$ cat src/rtl/moore_seq_counter.sv
// moore_seq_counter: four-state Moore sequencer (IDLE/ARM/RUN/HOLD) with a
// parametrised event counter, wrap/saturate mode, sticky match flag,
// per-state output code and registered enter/leave-IDLE strobes.
module moore_seq_counter #(
   parameter int unsigned CNT_W     = 5,
   parameter int unsigned MATCH_VAL = 20,
   parameter int unsigned LIMIT_VAL = 23,
   parameter int unsigned WRAP_VAL  = 24,
   parameter int unsigned SATURATE  = 0,
   parameter int unsigned OUT_W     = 3
) (
   input  logic             sys_clk,
   input  logic             sys_rst,
   input  logic             start,
   input  logic             s1,
   input  logic             s2,
   input  logic             clr,
   output logic [CNT_W-1:0] counter,
   output logic [1:0]       state,
   output logic [OUT_W-1:0] state_code,
   output logic             match_flag,
   output logic             enter_idle,
   output logic             leave_idle
);

   typedef enum logic [1:0] {
      ST_IDLE = 2'd0,
      ST_ARM  = 2'd1,
      ST_RUN  = 2'd2,
      ST_HOLD = 2'd3
   } state_t;

   localparam logic [CNT_W-1:0] MATCH_C = CNT_W'(MATCH_VAL);
   localparam logic [CNT_W-1:0] LIMIT_C = CNT_W'(LIMIT_VAL);
   localparam logic [CNT_W-1:0] WRAP_C  = CNT_W'(WRAP_VAL);
   localparam logic [CNT_W-1:0] ONE_C   = CNT_W'(1);

   state_t           state_q;
   state_t           state_d;
   logic [CNT_W-1:0] counter_d;
   logic             match_d;
   logic             enter_d;
   logic             leave_d;
   logic             inc;

   // Next state, counter, match flag and strobes from the current registered state
   always_comb begin
      state_d   = state_q;
      counter_d = counter;
      match_d   = match_flag;
      enter_d   = 1'b0;
      leave_d   = 1'b0;
      inc       = 1'b0;

      case (state_q)
         ST_IDLE: begin
            inc = s2;
            if (start) begin
               state_d = s1 ? ST_ARM : ST_RUN;
            end
         end
         ST_ARM: begin
            inc     = s2;
            state_d = s1 ? ST_RUN : ST_IDLE;
         end
         ST_RUN: begin
            inc     = s2;
            state_d = s1 ? ST_IDLE : ST_HOLD;
         end
         ST_HOLD: begin
            inc = s1;
            if (!s1 || (counter == LIMIT_C)) begin
               state_d = ST_IDLE;
            end
         end
         default: state_d = ST_IDLE;
      endcase

      // Counter priority: clear, wrap/saturate, increment, idle clean-up
      if (clr) begin
         counter_d = '0;
      end else if (inc && (counter == WRAP_C)) begin
         counter_d = (SATURATE != 0) ? WRAP_C : '0;
      end else if (inc) begin
         counter_d = counter + ONE_C;
      end else if ((state_q == ST_IDLE) && (counter == WRAP_C)) begin
         counter_d = '0;
      end

      // Sticky match, clear has priority over a coincident set
      if (clr) begin
         match_d = 1'b0;
      end else if ((state_q == ST_RUN) && (counter == MATCH_C)) begin
         match_d = 1'b1;
      end

      enter_d = (state_d == ST_IDLE) && (state_q != ST_IDLE);
      leave_d = (state_d != ST_IDLE) && (state_q == ST_IDLE);
   end

   // State and output registers with synchronous reset
   always_ff @(posedge sys_clk) begin
      if (sys_rst) begin
         state_q    <= ST_IDLE;
         counter    <= '0;
         match_flag <= 1'b0;
         enter_idle <= 1'b0;
         leave_idle <= 1'b0;
      end else begin
         state_q    <= state_d;
         counter    <= counter_d;
         match_flag <= match_d;
         enter_idle <= enter_d;
         leave_idle <= leave_d;
      end
   end

   assign state = state_q;

   // Moore output code decoded from the registered state only
   always_comb begin
      state_code = '0;
      case (state_q)
         ST_IDLE: state_code = OUT_W'(0);
         ST_ARM:  state_code = OUT_W'(1);
         ST_RUN:  state_code = OUT_W'(2);
         ST_HOLD: state_code = OUT_W'(4);
         default: state_code = '0;
      endcase
   end

endmodule

$ cat config.mk
export PLATFORM = sky130hd
export DESIGN_NAME = moore_seq_counter
export DESIGN_NICKNAME = d
export VERILOG_FILES = /design/src/rtl/moore_seq_counter.sv
export SDC_FILE = /design/constraint.sdc
export NUM_CORES = 1
export LEC_CHECK = 0
export CORE_MARGIN = 1.5
export CORE_UTILIZATION = 42
export CTS_CLUSTER_SIZE = 14
export DETAILED_ROUTE_END_ITERATION = 10
export GPL_TIMING_DRIVEN = 0
export PLACE_DENSITY = 0.75
export SLEW_MARGIN = 20
export SYNTH_ARGS = -nofsm -noshare
export SYNTH_HDL_FRONTEND = slang
export SYNTH_SLANG_ARGS = --single-unit
export TNS_END_PERCENT = 20
$ cat constraint.sdc
create_clock -name sys_clk -period 1.7 [get_ports sys_clk]
set_input_delay 0.425 -clock sys_clk [delete_from_list [all_inputs] [get_ports sys_clk]]
set_output_delay 0.425 -clock sys_clk [all_outputs]
set_load 0.01 [all_outputs]
==> results of run 1 <==
-- metal layers --
metal	vias to the layer above	share of wire, %	global-route usage [%]
li1	274	-	-
met1	239	51	24.9
met2	11	43	26.3
met3	4	3.9	3.47
met4	0	2.1	12.9
met5	-	0	0
-- power by group through the flow --
stage | Sequential, mW | Combinational [mW] | Clock [mW]
after floorplan | 0.259 | 0.0511 | 0
after global placement | 0.256 | 0.0971 | 0
after detailed placement | 0.256 | 0.0976 | 0
after CTS | 0.251 | 0.0952 | 0.164
after global routing | 0.253 | 0.103 | 0.175
final | 0.252 | 0.0949 | 0.159
-- placed cells by master, fill, tap and decap left out, types with 3 or more instances in the layout --
cell type / netlist / final
a311oi_1: 3 / 3
a21oi_1: 3 / 3
clkdlybuf4s50_1: 0 / 14
dfxtp_2: 0 / 6
a41oi_1: 3 / 3
dfxtp_1: 10 / 4
clkbuf_4: 0 / 3
nand3_1: 8 / 8
inv_1: 3 / 3
dlygate4sd2_1: 0 / 3
nor2_1: 5 / 5
-- how the worst min path moves through the flow --
| stage | from | endpoint | slack (ns) | depth (start not counted) |
|---|---|---|---|---|
| floorplan | sys_rst | state[0]$_SDFF_PP0_ | 0.49 | 1 |
| CTS | s1 | state[0]$_SDFF_PP0_ | 0.49 | 3 |
| global placement | match_flag$_SDFFE_PP0P_ | match_flag$_SDFFE_PP0P_ | 0.45 | 2 |
| detailed placement | match_flag$_SDFFE_PP0P_ | match_flag$_SDFFE_PP0P_ | 0.48 | 2 |
| global route | s1 | state[0]$_SDFF_PP0_ | 0.50 | 3 |
| finish | match_flag$_SDFFE_PP0P_ | match_flag$_SDFFE_PP0P_ | 0.48 | 2 |
-- layout make-up --
class | count | area share [%]
timing repair buffer | 17 | 21.9
multi-input combinational | 46 | 41.4
inverter | 3 | 1.48
buffer | 3 | 2.64
sequential | 10 | 27.3
clock buffer | 3 | 2.97
tap | 14 | 2.31
-- through the flow --
| step | power [mW] | setup slack [ns] | util (%) |
|---|---|---|---|
| 6_report | 0.506 | 0.0285 | 65.7 |
| 3_3_place_gp | 0.353 | -0.0272 | 63.4 |
| 5_1_grt | 0.531 | 0.00453 | 65.7 |
| 4_1_cts | 0.510 | 0.0295 | 65.4 |
| 2_1_floorplan | 0.310 | 0.419 | - |
| 3_5_place_dp | 0.354 | -0.0176 | 63.4 |
-- state kept, by name, indices dropped and copies added (netlist names) --
register	count
state	2
match_flag	1
counter	5
leave_idle	1
enter_idle	1
-- cell families (layout without fill, tap and decap cells) --
kind of cell,count (synthesis),count (layout)
AO/OA/AOI/OAI,18,18
adder cells (fa/ha/maj),2,2
buffers and inverters,6,26
flip-flops,10,10
multiplexers,2,2
AND/OR/NAND/NOR,24,24
-- what timing repair did --
action / CTS / global route
gates resized for setup: 6 / 3
buffers inserted: 0 / 0
endpoints found under the setup margin: 6 / 3
==> impl_metrics.tcl, run 1 <==
set metrics [dict create \
    yosysMostFrequentCell "dfxtp_1" \
    io_pins 19 \
    ant_nets 0 \
    cp_cell_sequence "clkdlybuf4s50_1" \
    first_pass_iters 3 \
    cts_inserted_buffers 3 \
    synthSimpleGateAreaFrac_pct 24.3 \
    crit_type "reg2out" \
    combPwrFrac_pct 18.8 \
    cts_root_buf "clkbuf_4" \
    maxSlewViolCount 0 \
    critPathBufInv 1 \
    whs_ns 0.485 \
    synth_xor_area_share_pct 0 \
    via_per_inst 5.50 \
    synth_enable_flop_cells 0 \
    switching_share_pct 25.8 \
    fp.dieW_um 39.0 \
    cp_slowest_cell "clkdlybuf4s50_1" \
    grt_max_degree 11 \
    drt_iter0_drc 10 \
    synth_seq_cells 10 \
    power_density_nw_per_um2 666 \
    timing.rr.end "counter[1]$_SDFFE_PP0P_" \
    netlist_instances 62 \
    nets 92 \
    synth_cell_types 27 \
    max_cap_violations 0 \
    synth-compound-area-share_pct 25.0 \
    fill_cells 118 \
    grt_pass1_vias 407 \
    cp-endpoint "counter[1]" \
    cts_tree "yes" \
    synthMuxAreaShare_pct 3.67 \
    hpwlAfterDp_um 896 \
    drc 0 \
    cell_internal_pwr_mw 0.376 \
    regArea_um2 208 \
    area_growth_syn_to_layout_pct 39.2 \
    grt_pass1_wl_um 1850 \
    syn_area_per_cell_um2 8.80 \
    antenna_found_initial 0 \
    seq_area_frac_synth_pct 36.7 \
    dr_total_vias 528 \
    dieArea_um2 1520 \
    ir_drop_v 0.000346 \
    final_cells 96 \
    clkSinkCount 10 \
    clockBufferDepth 2 \
    fin_tns_setup_ns 0 \
    skew_ns 0.000672 \
    place_congestion 0.785 \
    power_leakage_nw 0.286 \
    num_rows 12 \
    cp.arrival_ns 1.25 \
    drive_gt1_share_pct 22.0 \
    syn_area_um2 546 \
    p_switching_mw 0.131 \
    synth_ff_type "dfxtp_1" \
    hold_viol 0 \
    cp.required_ns 1.27 \
    finalSetupViolations 0 \
    synth_common_cells "dfxtp_1, nand3_1, nor2_1" \
    wl_um 1160 \
    crit_family "buffers and inverters" \
    io_buffers 17 \
    core_area_um2 1160 \
    clkLatencyLatePin_ns 0.26 \
    yosys.area.top_type "dfxtp_1" \
    initial_core_util_pct 47.2 \
    async_flop_share_pct 0 \
    outcome "complete, no violations" \
    rsz0062_at_grt "no" \
    worstSetupEndpointType "output port" \
    worstHoldPathType "reg2reg" \
    synth_top_family_by_area "compound AO/OA/AOI/OAI gates" \
    synth_nets 70 \
    reg2regPathDepth 6 \
    synth.area.top_cells "dfxtp_1, nand3_1, a311oi_1" \
    rrSetupSlack_ns 0.31 \
    ctsHtreeMaxLevel 1 \
    hold_buffers 0 \
    dpl_cell_area_um2 733 \
    cp_max_fo 6 \
    critPathLaunchType "register" \
    synth_warnings 0 \
    cp.depth 1 \
    p_clk_share_pct 31.5 \
    worst_slew_margin_rel_pct 80.5 \
    synth_fa_ha_area_share_pct 4.59 \
    slowest_delay_ns 0.57 \
    pwr-share-seq_pct 49.8 \
    max_freq_mhz 598 \
    grt-ovfl-total 0 \
    multi_input_area_um2 314 \
    final_cell_area_um2 759 \
    tightest_slew_ns 0.291 \
    period_share_pct 98.3 \
    cp-startpoint "counter[1]$_SDFFE_PP0P_" \
    detail_route.wl_per_cell_um 12.1 \
    synth_top_area_share_pct 36.7 \
    grt_usage_pct 18.6 \
    dp_cells 93 \
    die_h_um 39.0 \
    num_antenna_cells 0 \
    worstReg2RegStart "counter[1]$_SDFFE_PP0P_" \
    post-route-min-period_ns 1.67 \
    clkTransAtPathRegs_ns 0.06 \
]
No activity file was read; power rests on OpenSTA's default activity.
==> run 2: changes to the inputs <==
--- a/config.mk
+++ b/config.mk
@@ -10,7 +10,9 @@
 export CTS_CLUSTER_SIZE = 14
 export DETAILED_ROUTE_END_ITERATION = 10
 export GPL_TIMING_DRIVEN = 0
+export HOLD_SLACK_MARGIN = 0.15
 export PLACE_DENSITY = 0.75
+export SKIP_CTS_REPAIR_TIMING = 1
 export SLEW_MARGIN = 20
 export SYNTH_ARGS = -nofsm -noshare
 export SYNTH_HDL_FRONTEND = slang
==> impl_metrics.tcl, run 2 (synthesized netlist as in run 1, its figures left out) <==
set metrics [dict create \
    cp_slowest_cell "clkdlybuf4s50_1" \
    period_share_pct 98.6 \
    grt_usage_pct 18.6 \
    worstSetupEndpointType "output port" \
    dieArea_um2 1520 \
    worst_slew_margin_rel_pct 80.7 \
    fp.dieW_um 39.0 \
    via_per_inst 5.50 \
    antenna_found_initial 0 \
    critPathLaunchType "register" \
    io_pins 19 \
    cp.arrival_ns 1.25 \
    drt_iter0_drc 11 \
    fin_tns_setup_ns 0 \
    io_buffers 17 \
    routed.top_layer "met4" \
    hold_viol 0 \
    layout_commonest_cell "clkdlybuf4s50_1" \
    p_switching_mw 0.130 \
    met3_length_um 51 \
    crit_type "reg2out" \
    grt_max_degree 11 \
    p_clk_share_pct 31.4 \
    area_growth_syn_to_layout_pct 41.1 \
    worstHoldPathType "reg2reg" \
    cp_cell_sequence "clkdlybuf4s50_1" \
    num_antenna_cells 0 \
    cp.depth 1 \
    cp_max_fo 6 \
    wl_um 1170 \
    largest_register_ffs 5 \
    die_h_um 39.0 \
    clockBufferDepth 2 \
    hpwlAfterDp_um 896 \
    regMostFlops "counter" \
    ant_nets 0 \
    power_density_nw_per_um2 659 \
    drive_gt1_share_pct 20.7 \
    rrSetupSlack_ns 0.31 \
    ir_drop_v 0.000368 \
    grt-ovfl-total 0 \
    grt_pass1_wl_um 1850 \
    cell_internal_pwr_mw 0.377 \
    detail_route.wl_per_cell_um 12.1 \
    clkSinkCount 10 \
    finalSetupViolations 0 \
    final_cell_mix "clkdlybuf4s50_1, nand3_1, nor2_1, dfxtp_2, dfxtp_1" \
    critPathBufInv 1 \
    dr_wl_met2_um 506 \
    nets 92 \
    place_congestion 0.785 \
    core_area_um2 1160 \
    power_leakage_nw 0.324 \
    cts_tree "yes" \
    clkTransAtPathRegs_ns 0.06 \
    tightest_slew_ns 0.288 \
    initial_core_util_pct 47.2 \
    crit_family "buffers and inverters" \
    reg2regPathDepth 6 \
    outcome "complete, no violations" \
    wl_met1_um 583 \
    grt_pass1_vias 407 \
    max_freq_mhz 597 \
    cts_inserted_buffers 3 \
    setup_ws_ns 0.0246 \
    slowest_delay_ns 0.57 \
    maxSlewViolCount 0 \
    clkLatencyLatePin_ns 0.26 \
    place_ws_ns -0.0176 \
    max_cap_violations 0 \
    cp.required_ns 1.27 \
    post-route-min-period_ns 1.68 \
    whs_ns 0.483 \
    fin_util_pct 66.6 \
    switching_share_pct 25.7 \
    ctsHtreeMaxLevel 1 \
    num_rows 12 \
    dr_total_vias 528 \
    pwr-share-seq_pct 49.6 \
    cts_root_buf "clkbuf_4" \
    min_path_cells 2 \
    skew_ns 0.000537 \
    first_pass_iters 5 \
    drc 0 \
    combPwrFrac_pct 19.1 \
    rsz0062_at_grt "no" \
]
[run 2: through the flow]
step | instance area (µm²) | power (mW) | std cells
final | 769 | 0.507 | 96
after global routing | 769 | 0.532 | 96
after CTS | 756 | 0.513 | 96
after detailed placement | 733 | 0.354 | 93
after global placement | 733 | 0.353 | 93
after floorplan | 546 | 0.310 | 62
[run 2: power groups by stage]
stage | sequential, mW | clock (mW) | combinational [mW]
after global routing | 0.253 | 0.175 | 0.105
after global placement | 0.256 | 0 | 0.0971
after detailed placement | 0.256 | 0 | 0.0976
after CTS | 0.251 | 0.164 | 0.0980
after floorplan | 0.259 | 0 | 0.0511
final | 0.251 | 0.159 | 0.0967
[run 2: worst paths after layout]
path	from	end
setup reg to reg	counter[1]$_SDFFE_PP0P_	counter[1]$_SDFFE_PP0P_
hold / removal	match_flag$_SDFFE_PP0P_	match_flag$_SDFFE_PP0P_
setup / recovery	counter[1]$_SDFFE_PP0P_	counter[1]
hold reg to reg	match_flag$_SDFFE_PP0P_	match_flag$_SDFFE_PP0P_
[run 2: metal layers]
metal	GRT usage [%]	up-vias
met2	26.3	17
met5	0	-
met4	12.9	0
met1	24.9	234
met3	3.47	4
li1	-	273
[run 2: cell type report]
type | count | area [µm²]
sequential | 10 | 206
multi-input combinational | 46 | 314
clock buffer | 3 | 22.5
fill | 112 | 387
timing repair buffer | 17 | 178
inverter | 3 | 11.3
buffer | 3 | 20.0
tap | 14 | 17.5
[run 2: worst reg2reg max path, stage by stage, from the launching register on]
cell	delay [ns]
dfxtp_1	0.36
inv_1	0.08
ha_1	0.17
nand4b_1	0.23
nand3b_1	0.26
nand3_1	0.10
a21oi_1	0.06
